**src/rtl/response_monitor_array_pkg.sv**
```systemverilog
// response_pkg: definitions shared by the response monitor array.
//   ch_state_t - per-channel obligation state (IDLE / PENDING / VIOLATED)
//   cnt_width  - counter width needed to count up to a given deadline
package response_pkg;

  typedef enum logic [1:0] {
    IDLE     = 2'd0,
    PENDING  = 2'd1,
    VIOLATED = 2'd2
  } ch_state_t;

  // Width of a counter able to hold values 0..deadline (never below 1 bit).
  function automatic int cnt_width(input int deadline);
    int w;
    w = $clog2(deadline + 1);
    if (w < 1) begin
      w = 1;
    end
    return w;
  endfunction

endpackage

```
**src/rtl/response_monitor_array_channel.sv**
```systemverilog
// response_channel: one response-property monitor, G(A -> F B), optionally
// with a deadline of DEADLINE run cycles after the triggering A.
// Ports:
//   clk, rst        - clock, asynchronous active-high reset
//   run             - trace-step enable
//   clr             - synchronous clear (priority over run)
//   a, b            - trigger / response propositions
//   report          - registered: channel is IDLE
//   violated        - registered: channel is VIOLATED (sticky)
//   report_next     - state that report takes on the coming edge
//   violated_next   - state that violated takes on the coming edge
module response_channel
  import response_pkg::*;
#(
  parameter int BOUNDED  = 0,
  parameter int DEADLINE = 8
) (
  input  logic clk,
  input  logic rst,
  input  logic run,
  input  logic clr,
  input  logic a,
  input  logic b,
  output logic report,
  output logic violated,
  output logic report_next,
  output logic violated_next
);

  localparam int CW = cnt_width(DEADLINE);
  // Counter value seen on the last run cycle that may still carry the response.
  localparam logic [CW-1:0] LAST_CNT = CW'(DEADLINE - 1);
  localparam logic [CW-1:0] MAX_CNT  = {CW{1'b1}};
  localparam logic [CW-1:0] ZERO_CNT = {CW{1'b0}};

  ch_state_t       state_r;
  ch_state_t       state_s;
  logic [CW-1:0]   cnt_r;
  logic [CW-1:0]   cnt_s;
  logic            report_r;
  logic            violated_r;

  // Next-state and counter logic for one channel.
  always_comb begin
    state_s = state_r;
    cnt_s   = cnt_r;
    if (clr) begin
      state_s = IDLE;
      cnt_s   = ZERO_CNT;
    end else if (run) begin
      case (state_r)
        IDLE: begin
          // A together with B discharges itself in the same step.
          if (a && !b) begin
            state_s = PENDING;
            cnt_s   = ZERO_CNT;
          end else begin
            state_s = IDLE;
            cnt_s   = ZERO_CNT;
          end
        end
        PENDING: begin
          // A re-asserted here is ignored: the oldest obligation governs.
          if (b) begin
            state_s = IDLE;
            cnt_s   = ZERO_CNT;
          end else if ((BOUNDED != 0) && (cnt_r == LAST_CNT)) begin
            state_s = VIOLATED;
            cnt_s   = cnt_r;
          end else if (cnt_r != MAX_CNT) begin
            state_s = PENDING;
            cnt_s   = cnt_r + CW'(1'b1);
          end else begin
            state_s = PENDING;
            cnt_s   = cnt_r;
          end
        end
        VIOLATED: begin
          state_s = VIOLATED;
          cnt_s   = cnt_r;
        end
        default: begin
          // Unreachable encoding: fall back to a clean idle state.
          state_s = IDLE;
          cnt_s   = ZERO_CNT;
        end
      endcase
    end else begin
      state_s = state_r;
      cnt_s   = cnt_r;
    end
  end

  // State, counter and registered flag update.
  always_ff @(posedge clk or posedge rst) begin
    if (rst) begin
      state_r    <= IDLE;
      cnt_r      <= ZERO_CNT;
      report_r   <= 1'b1;
      violated_r <= 1'b0;
    end else begin
      state_r    <= state_s;
      cnt_r      <= cnt_s;
      report_r   <= (state_s == IDLE);
      violated_r <= (state_s == VIOLATED);
    end
  end

  assign report        = report_r;
  assign violated      = violated_r;
  assign report_next   = (state_s == IDLE);
  assign violated_next = (state_s == VIOLATED);

endmodule

```
**src/rtl/response_monitor_array.sv**
```systemverilog
// response_monitor_array: CH independent response monitors plus registered
// aggregate flags.
// Ports:
//   clk, rst      - clock, asynchronous active-high reset
//   run           - trace-step enable
//   clr           - synchronous clear of every channel (priority over run)
//   A, B [CH]     - per-channel trigger / response propositions
//   report [CH]   - registered: channel is IDLE
//   violated [CH] - registered: channel is VIOLATED (sticky)
//   all_report    - registered AND of report
//   any_violated  - registered OR of violated
module response_monitor_array
  import response_pkg::*;
#(
  parameter int CH       = 4,
  parameter int BOUNDED  = 0,
  parameter int DEADLINE = 8
) (
  input  logic          clk,
  input  logic          rst,
  input  logic          run,
  input  logic          clr,
  input  logic [CH-1:0] A,
  input  logic [CH-1:0] B,
  output logic [CH-1:0] report,
  output logic [CH-1:0] violated,
  output logic          all_report,
  output logic          any_violated
);

  logic [CH-1:0] report_next_s;
  logic [CH-1:0] violated_next_s;
  logic          all_report_r;
  logic          any_violated_r;

  for (genvar i = 0; i < CH; i++) begin : g_ch
    response_channel #(
      .BOUNDED  (BOUNDED),
      .DEADLINE (DEADLINE)
    ) u_ch (
      .clk           (clk),
      .rst           (rst),
      .run           (run),
      .clr           (clr),
      .a             (A[i]),
      .b             (B[i]),
      .report        (report[i]),
      .violated      (violated[i]),
      .report_next   (report_next_s[i]),
      .violated_next (violated_next_s[i])
    );
  end

  // Aggregates are built from next-state flags so they align with report/violated.
  always_ff @(posedge clk or posedge rst) begin
    if (rst) begin
      all_report_r   <= 1'b1;
      any_violated_r <= 1'b0;
    end else begin
      all_report_r   <= &report_next_s;
      any_violated_r <= |violated_next_s;
    end
  end

  assign all_report   = all_report_r;
  assign any_violated = any_violated_r;

endmodule

```
**config.mk**
```make
export PLATFORM = sky130hd
export DESIGN_NAME = response_monitor_array
export DESIGN_NICKNAME = d
export VERILOG_FILES = /design/src/rtl/response_monitor_array_pkg.sv /design/src/rtl/response_monitor_array_channel.sv /design/src/rtl/response_monitor_array.sv
export SDC_FILE = /design/constraint.sdc
export NUM_CORES = 1
export LEC_CHECK = 0
export BUFFER_PORTS_ARGS = -buffer_cell sky130_fd_sc_hd__buf_2
export CAP_MARGIN = 20
export CORE_MARGIN = 1
export CORE_UTILIZATION = 44
export CTS_CLUSTER_DIAMETER = 100
export CTS_CLUSTER_SIZE = 28
export DETAILED_ROUTE_END_ITERATION = 10
export MAX_ROUTING_LAYER = met4
export PLACE_DENSITY = 0.72
export SLEW_MARGIN = 0
export SYNTH_ARGS = -nofsm -noshare
export SYNTH_HDL_FRONTEND = slang
export SYNTH_SLANG_ARGS = --single-unit
```
**constraint.sdc**
```tcl
create_clock -name clk -period 1.2 [get_ports clk]
set_input_delay 0.24 -clock clk [delete_from_list [all_inputs] [get_ports clk]]
set_output_delay 0.24 -clock clk [all_outputs]
set_load 0.01 [all_outputs]
```
# After elaboration in Yosys (flattened, before gate mapping)
# Index checks and enable logic that the tools add are counted.
# word_totals
register_bits	18
inputBits	12
output_inout_bits	10
wordCells	64
# op_classes
n_eq_ne	12
mux	20
reduce_logical	18
# op_table
op	count
$pmux 2 s3	4
$eq 2x2->1 const B	8
$logic_not 2->1	8
$mux 2	8
$eq 2x1->1 const B	4
$mux 1	8
$logic_and 1x1->1	4
$logic_not 1->1	4
$reduce_and 4->1	1
$reduce_or 4->1	1

# Longest topological paths before layout
# Gate-level depths: netlist of the first run.
# logic_depth
ltp_word	8
ltp_mapped	4
mapped_depth_nobuf	3

# Cells and area by module
# Synthesis of the first run repeated with hierarchy kept, for this count alone.
# hier_totals
hier_cells	61
area_unflattened_um2	711.9
# by_module_without_submodules
mod	instances	cells_per_inst	area_each_um2	seq_area_each_um2
response_channel	4	14	160.2	101.3
response_monitor_array	1	5	71.3	51.3

# Worst setup path after synthesis of the first run
# Ideal clock, no wire load.
# synth_timing
path_type	register to register
startpoint	reg g_ch[0].u_ch.state_r[1]
endpoint	reg all_report_r (netlist: all_report)
setup_time_ps	79
t_arrival_ps	1080
required_ps	1121
slack_ps	42
stages_incl_launch_ff	4
path_buffers	0
period_less_slack_ps	1158
path_cell_list	dfrtp_1 o21a_1 a221o_1 and4_1
# synth_between
elab_chain_cells	6
elab_cells_between_ends	8
classes_between	2 x eq/ne; 3 x mux; 3 x reduce/logical
# synth_lines
element	line	rtl
start: declaration	response_monitor_array_channel.sv:36	ch_state_t state_r;
start signal: assignment	response_monitor_array_channel.sv:102	state_r <= state_s;
$eq 2x2->1 (tied with other cells)	--	
$pmux 2 s3	response_monitor_array_channel.sv:51	case (state_r)
$mux 2 (*)	response_monitor_array_channel.sv:50	end else if (run) begin
$mux 2 (*)	response_monitor_array_channel.sv:47	if (clr) begin
$logic_not 2->1 (*)	response_monitor_array_channel.sv:111	assign report_next = (state_s == IDLE);
named net g_ch[0].u_ch.report_next	response_monitor_array_channel.sv:26	output logic report_next,
$reduce_and 4->1 (*)	response_monitor_array.sv:60	all_report_r <= &report_next_s;
end signal: assignment	response_monitor_array.sv:60	
end: declaration	response_monitor_array.sv:33	logic all_report_r;
# The timed path passes the listed nets; every way through them passes the cells marked *.

# Worst setup path after layout of the first run
# layout_timing
startpoint	reg g_ch[2].u_ch.state_r[0]
endpoint	reg all_report_r (netlist: all_report)
# layout_between
elab_chain_cells	6
elab_cells_between_ends	8
classes_between	2 x eq/ne; 3 x mux; 3 x reduce/logical
# layout_lines
element	line
start: declaration	response_monitor_array_channel.sv:36
start signal: assignment	response_monitor_array_channel.sv:102
$eq 2x2->1 (tied with other cells)	--
$pmux 2 s3	response_monitor_array_channel.sv:51
$mux 2 (*)	response_monitor_array_channel.sv:50
$mux 2 (*)	response_monitor_array_channel.sv:47
$logic_not 2->1 (*)	response_monitor_array_channel.sv:111
named net g_ch[2].u_ch.report_next	response_monitor_array_channel.sv:26
$reduce_and 4->1 (*)	response_monitor_array.sv:60
# Marks and branches as above.

==> results.toml, run 1 <==
[placed_design]
io_buffers = 21
gp_congestion = 0.752
dpl.hpwl_um = 1080
placed_area_um2 = 933

[critical_path]
crit_fanout = 3
reg2regPathDepth = 3
crit_path_end_kind = "flip-flop"
path_cells = "and2_4, o32a_1, and4_1"
slowest_stage = "dfrtp_1"
r2r_end = "all_report"
critPathLaunchType = "flip-flop"
worstPathRequired_ns = 1.44
cpPeakStageDelay_ns = 0.42
worst_ep_arrival_time_ns = 1.44
worst-r2r-setup-slack_ns = -0.004
r2r-start = "g_ch[2].u_ch.state_r[0]"
path_buf_inv = 0
crit_type = "flip-flop to flip-flop"
critical_path.top_delay_family = "flip-flops"

[yosys]
yosysWarningCount = 0
synth-seq-cells = 18
avgSynthCellArea_um2 = 11.1
synthTopCellsByArea = "dfrtp_1, dfstp_2, buf_4, nor2_1, o32a_1"
synth_area_um2 = 779
synth.distinct_cells = 18
seq_area_frac_synth_pct = 58.6
netlist.area_leader.share_pct = 41.7
synth_nets = 82
yosysTopAreaCell = "dfrtp_1"
synthCells = 70

[final_layout]
final_net_count = 117
area_growth_syn_to_layout_pct = 35.6
nFillCells = 123
finalCoreUtilization_pct = 67.1
design_area_um2 = 1060
diodes = 0
drive_gt1_share_pct = 50.0

[pwr]
clkPwrFrac_pct = 31.3
ir_drop_mv = 0.666
powerDensity_nw_per_um2 = 1140
seqPwrFrac_pct = 54.2
power_frac_comb_pct = 14.5
swShare_pct = 23.2
switchingPower_mw = 0.279
p_int_mw = 0.924
p_leak_nw = 0.543

[clock_network]
clock_latency_ns = 0.30
cts.sinks = 18
clock-root-buffer = "clkbuf_4"
clkTransAtPathRegs_ns = 0.11
clk_path_buf_depth = 2
cts_buffers = 3
h-tree-depth = 1
cts_tree = "done"

[global_routing]
antenna_found_initial = 0
grt_overflow = 0
grt_pass1_vias = 604
grt_first_pass_wirelength_um = 2590
grt_max_degree = 19
grt_usage_pct = 19.8

[routing]
routedWlPerCell_um = 13.2
viasPerCell = 5.17
totalWireLength_um = 1580
drtIter0Drc = 5
vias = 620
drc_errors = 2
ant_nets = 0
firstDrtPassIters = 7

[floorplan]
fp.dieH_um = 44.1
rows = 14
die_area_um2 = 1940
boundaryPins = 22
core-area_um2 = 1580
start_util_pct = 49.4
dieWidth_um = 44.1

[timing]
hold_viol = 0
setup_slack_ns = -0.00420
maxSlewViolCount = 0
timing.slew.headroom_pct = 84.9
period_minus_slack_ns = 1.20
hold_ws_ns = 0.186
fmax_mhz = 830
finalSetupViolations = 1
clock_skew_ns = 0.00655
rsz0062_at_grt = "yes"
post-route-period-util_pct = 100
worst_slew_pin_slew_ns = 0.227

[hold_path]
hold_path.class = "input pin to flip-flop"
hp-start = "B[3]"
hold_depth = 3
worstHoldEndpoint = "g_ch[3].u_ch.state_r[0]"

[job]
maxCapViolations = 0

[status]
violations = "DRC, setup timing"
status = "finished, violations left"
final cells by class:
class                           count  area (um^2)  area share (%)
Multi-Input combinational cell     41          259            24.5
Inverter                            1         3.75           0.355
Clock buffer                        4         36.3            3.43
Timing Repair Buffer               40          282            26.6
Sequential cell                    18          457            43.2
Tap cell                           16         20.0            1.89
placed cells by master, fill, tap and decap left out, types with 2 or more instances in the layout:
master    Yosys  layout
a21oi_1       5       4
and2_4        0       2
buf_2         1      16
buf_4         8      18
buf_6         1       5
clkbuf_4      0       3
dfrtp_1      13      13
dfstp_2       5       5
nand2b_1      4       3
nor2_1       11      11
nor3_1        4       4
o21a_1        4       4
o32a_1        3       3
or3_1         3       3
what timing repair did:
action / in CTS / in global routing
hold buffers: 1 / 0
hold endpoints to repair: 13 / 0
gates resized for setup: 1 / 8
endpoints found under the setup margin: 2 / 7
pin swaps: 8 / 2
setup buffers: 2 / 2
worst max-delay path by stage:
stage,start,end,cells past startpoint
6_report,g_ch[2].u_ch.state_r[0],all_report,3
5_1_grt,g_ch[3].u_ch.state_r[0],any_violated,3
4_1_cts,g_ch[3].u_ch.state_r[0],all_report,3
3_5_place_dp,clr,any_violated,4
3_3_place_gp,clr,any_violated,4
2_1_floorplan,g_ch[0].u_ch.state_r[1],all_report,3
routing by layer:
layer / global-route usage (%) / part of all wire, %
met1: 24.6 / 43
met2: 29.7 / 51
met3: 3.67 / 3.5
met4: 12.7 / 2.2
met5: - / 0
worst register-to-register path, delay by kind of cell, from the launching register on:
family	cells	cell delay [ns]
simple gates	2	0.38
flops	1	0.42
compound gates	1	0.35
power groups by stage:
stage | sequential, mW | combinational [mW] | clock [mW]
floorplan | 0.661 | 0.0797 | 0
global placement | 0.658 | 0.138 | 0
detailed placement | 0.659 | 0.142 | 0
CTS | 0.648 | 0.150 | 0.386
global route | 0.655 | 0.192 | 0.414
finish | 0.652 | 0.174 | 0.376
Yosys cell counts:
cell type	count
a21oi_1	5
a221o_1	1
and2_1	3
and4_1	1
buf_2	1
buf_4	8
buf_6	1
dfrtp_1	13
dfstp_2	5
inv_1	1
nand2b_1	4
nand3b_1	1
nor2_1	11
nor3_1	4
o21a_1	4
o32a_1	3
or3_1	3
or4_1	1
sequential cells by signal (all words and copies together) (netlist names):
register            cells
g_ch.u_ch.violated      4
g_ch.u_ch.state_r       8
g_ch.u_ch.report        4
all_report              1
any_violated            1
through the flow:
stage	total power, mW	cells	setup WS [ns]	setup TNS (ns)
2_1_floorplan	0.741	70	0.0418	0
3_3_place_gp	0.796	111	-0.0491	-0.0744
3_5_place_dp	0.801	111	-0.0850	-0.156
4_1_cts	1.18	118	0.00351	0
5_1_grt	1.26	120	-0.0448	-0.115
6_report	1.20	120	-0.00420	-0.00420
logic make-up after synthesis:
| group | share of synthesized area (%) |
|---|---|
| buf+inv | 10.3 |
| simple gates | 18.9 |
| flops | 58.6 |
| compound gates | 12.2 |
Power figures use the tool's default switching activity.
==> inputs of run 2 (changes only) <==
Settings changed: CORE_ASPECT_RATIO set to 0.75.
==> results.toml, run 2 (synthesis results as in run 1) <==
[routing]
ant_nets = 0
totalWireLength_um = 1500
drc_errors = 0
firstDrtPassIters = 4
drtIter0Drc = 6
vias = 587
routedWlPerCell_um = 12.1
viasPerCell = 4.73

[final_layout]
largest_register = "g_ch.u_ch.state_r"
multi_input_area_um2 = 248
seqCellArea_um2 = 457
largest_reg_flops = 8
final_cell_mix = "buf_2, buf_4, dfrtp_1, nor2_1, buf_6"
drive_gt1_share_pct = 47.6
design_area_um2 = 1050
final_net_count = 116
area_growth_syn_to_layout_pct = 34.5
nFillCells = 123
diodes = 0
layout.cells.non_filler = 124

[timing]
finalSetupTns_ns = -0.00879
hold_viol = 0
clock_skew_ns = 0.00998
hold_ws_ns = 0.193
maxSlewViolCount = 0
timing.slew.headroom_pct = 85.1
fmax_mhz = 829
finalSetupViolations = 2
setup_slack_ns = -0.00687
worst_slew_pin_slew_ns = 0.223
post-route-period-util_pct = 101
period_minus_slack_ns = 1.21
rsz0062_at_grt = "yes"

[clock_network]
h-tree-depth = 1
cts_tree = "done"
clock-root-buffer = "clkbuf_4"
clock_latency_ns = 0.30
cts_buffers = 3
clkTransAtPathRegs_ns = 0.10
clk_path_buf_depth = 2
cts.sinks = 18

[critical_path]
worst_ep_arrival_time_ns = 1.37
reg2regPathDepth = 3
crit_start = "g_ch[1].u_ch.state_r[1]"
crit_fanout = 3
worstPathRequired_ns = 1.37
critPathLaunchType = "flip-flop"
crit_path_end_kind = "flip-flop"
crit_type = "flip-flop to flip-flop"
r2r-start = "g_ch[1].u_ch.state_r[1]"

[status]
violations = "setup timing"
status = "finished, violations left"

[pwr]
powerDensity_nw_per_um2 = 1120
switchingPower_mw = 0.260
ir_drop_mv = 0.821
power_frac_comb_pct = 13.7
p_leak_nw = 0.530
clkPwrFrac_pct = 30.9
seqPwrFrac_pct = 55.4
swShare_pct = 22.2
p_int_mw = 0.915

[global_routing]
grt_first_pass_wirelength_um = 2410
grt_max_degree = 19
grt_pass1_vias = 537
grt_usage_pct = 18.9
grt_overflow = 0
antenna_found_initial = 0

[hold_path]
hold_path.class = "input pin to flip-flop"
hp-start = "B[1]"
hold_depth = 3

[floorplan]
dieWidth_um = 50.6
core-area_um2 = 1560
die_area_um2 = 1950
start_util_pct = 49.9
boundaryPins = 22
rows = 12
fp.dieH_um = 38.5

[placed_design]
io_buffers = 21
gp_congestion = 0.757
place_inst = 117
dpl.hpwl_um = 1060
placed_area_um2 = 947

[job]
maxCapViolations = 0
==> run 2: cell types whose count changed in the layout (fill, tap and decap cells not counted), moves of 2 or more <==
cell and delta:
and2_1 +2, and2_4 -2, buf_4 -2, nor2_1 -2, nor2_2 +2
==> run 2: cell type report <==
| cell class | count | share of cell area (%) |
|---|---|---|
| clock buffers | 4 | 3.46 |
| inverters | 1 | 0.358 |
| multi-input cells | 41 | 23.6 |
| flip-flops and latches | 18 | 43.6 |
| well taps | 21 | 2.51 |
| repair buffers | 39 | 26.5 |
==> run 2: routing by layer <==
layer	wire (um)	GRT usage, %
met2	660	28.7
met4	29	8.33
met1	729	22.9
met3	82	7.14
met5	0	-
==> run 2: final timing paths <==
| check | to | slack [ns] |
|---|---|---|
| setup / recovery | any_violated | -0.007 |
| hold / removal | g_ch[1].u_ch.state_r[0] | 0.19 |
| setup reg to reg | any_violated | -0.007 |
| hold reg to reg | g_ch[0].u_ch.state_r[1] | 0.54 |
| max in group asynchronous | g_ch[1].u_ch.report | 0.45 |
| min in group asynchronous | g_ch[2].u_ch.state_r[1] | 0.48 |
==> run 2: worst max-delay path, stage by stage, from the launching register on <==
cell and delay, ns:
dfrtp_1 0.41, nand2b_1 0.12, nor2_2 0.05, or4_1 0.50
==> run 2: through the flow <==
stage	power, mW	setup WS [ns]	util, %
after floorplan	0.741	0.0418	-
after detailed placement	0.800	-0.0635	60.7
after CTS	1.17	-0.00208	64.6
after global routing	1.24	-0.0545	67.1
after global placement	0.798	-0.0585	60.7
final	1.18	-0.00687	67.1
==> run 2: power groups by stage <==
stage	logic (mW)	clock network [mW]	registers, mW
floorplan	0.0797	0	0.661
global placement	0.140	0	0.658
detailed placement	0.142	0	0.658
CTS	0.146	0.378	0.647
global route	0.178	0.406	0.653
finish	0.161	0.363	0.651
==> run 2: repair_timing <==
action,in CTS,in global routing
endpoints found under the hold margin,13,0
gates cloned,0,0
gates resized for setup,0,8
buffers inserted,2,1
hold buffers,1,0
pin swaps,7,3
setup endpoints to repair,2,7
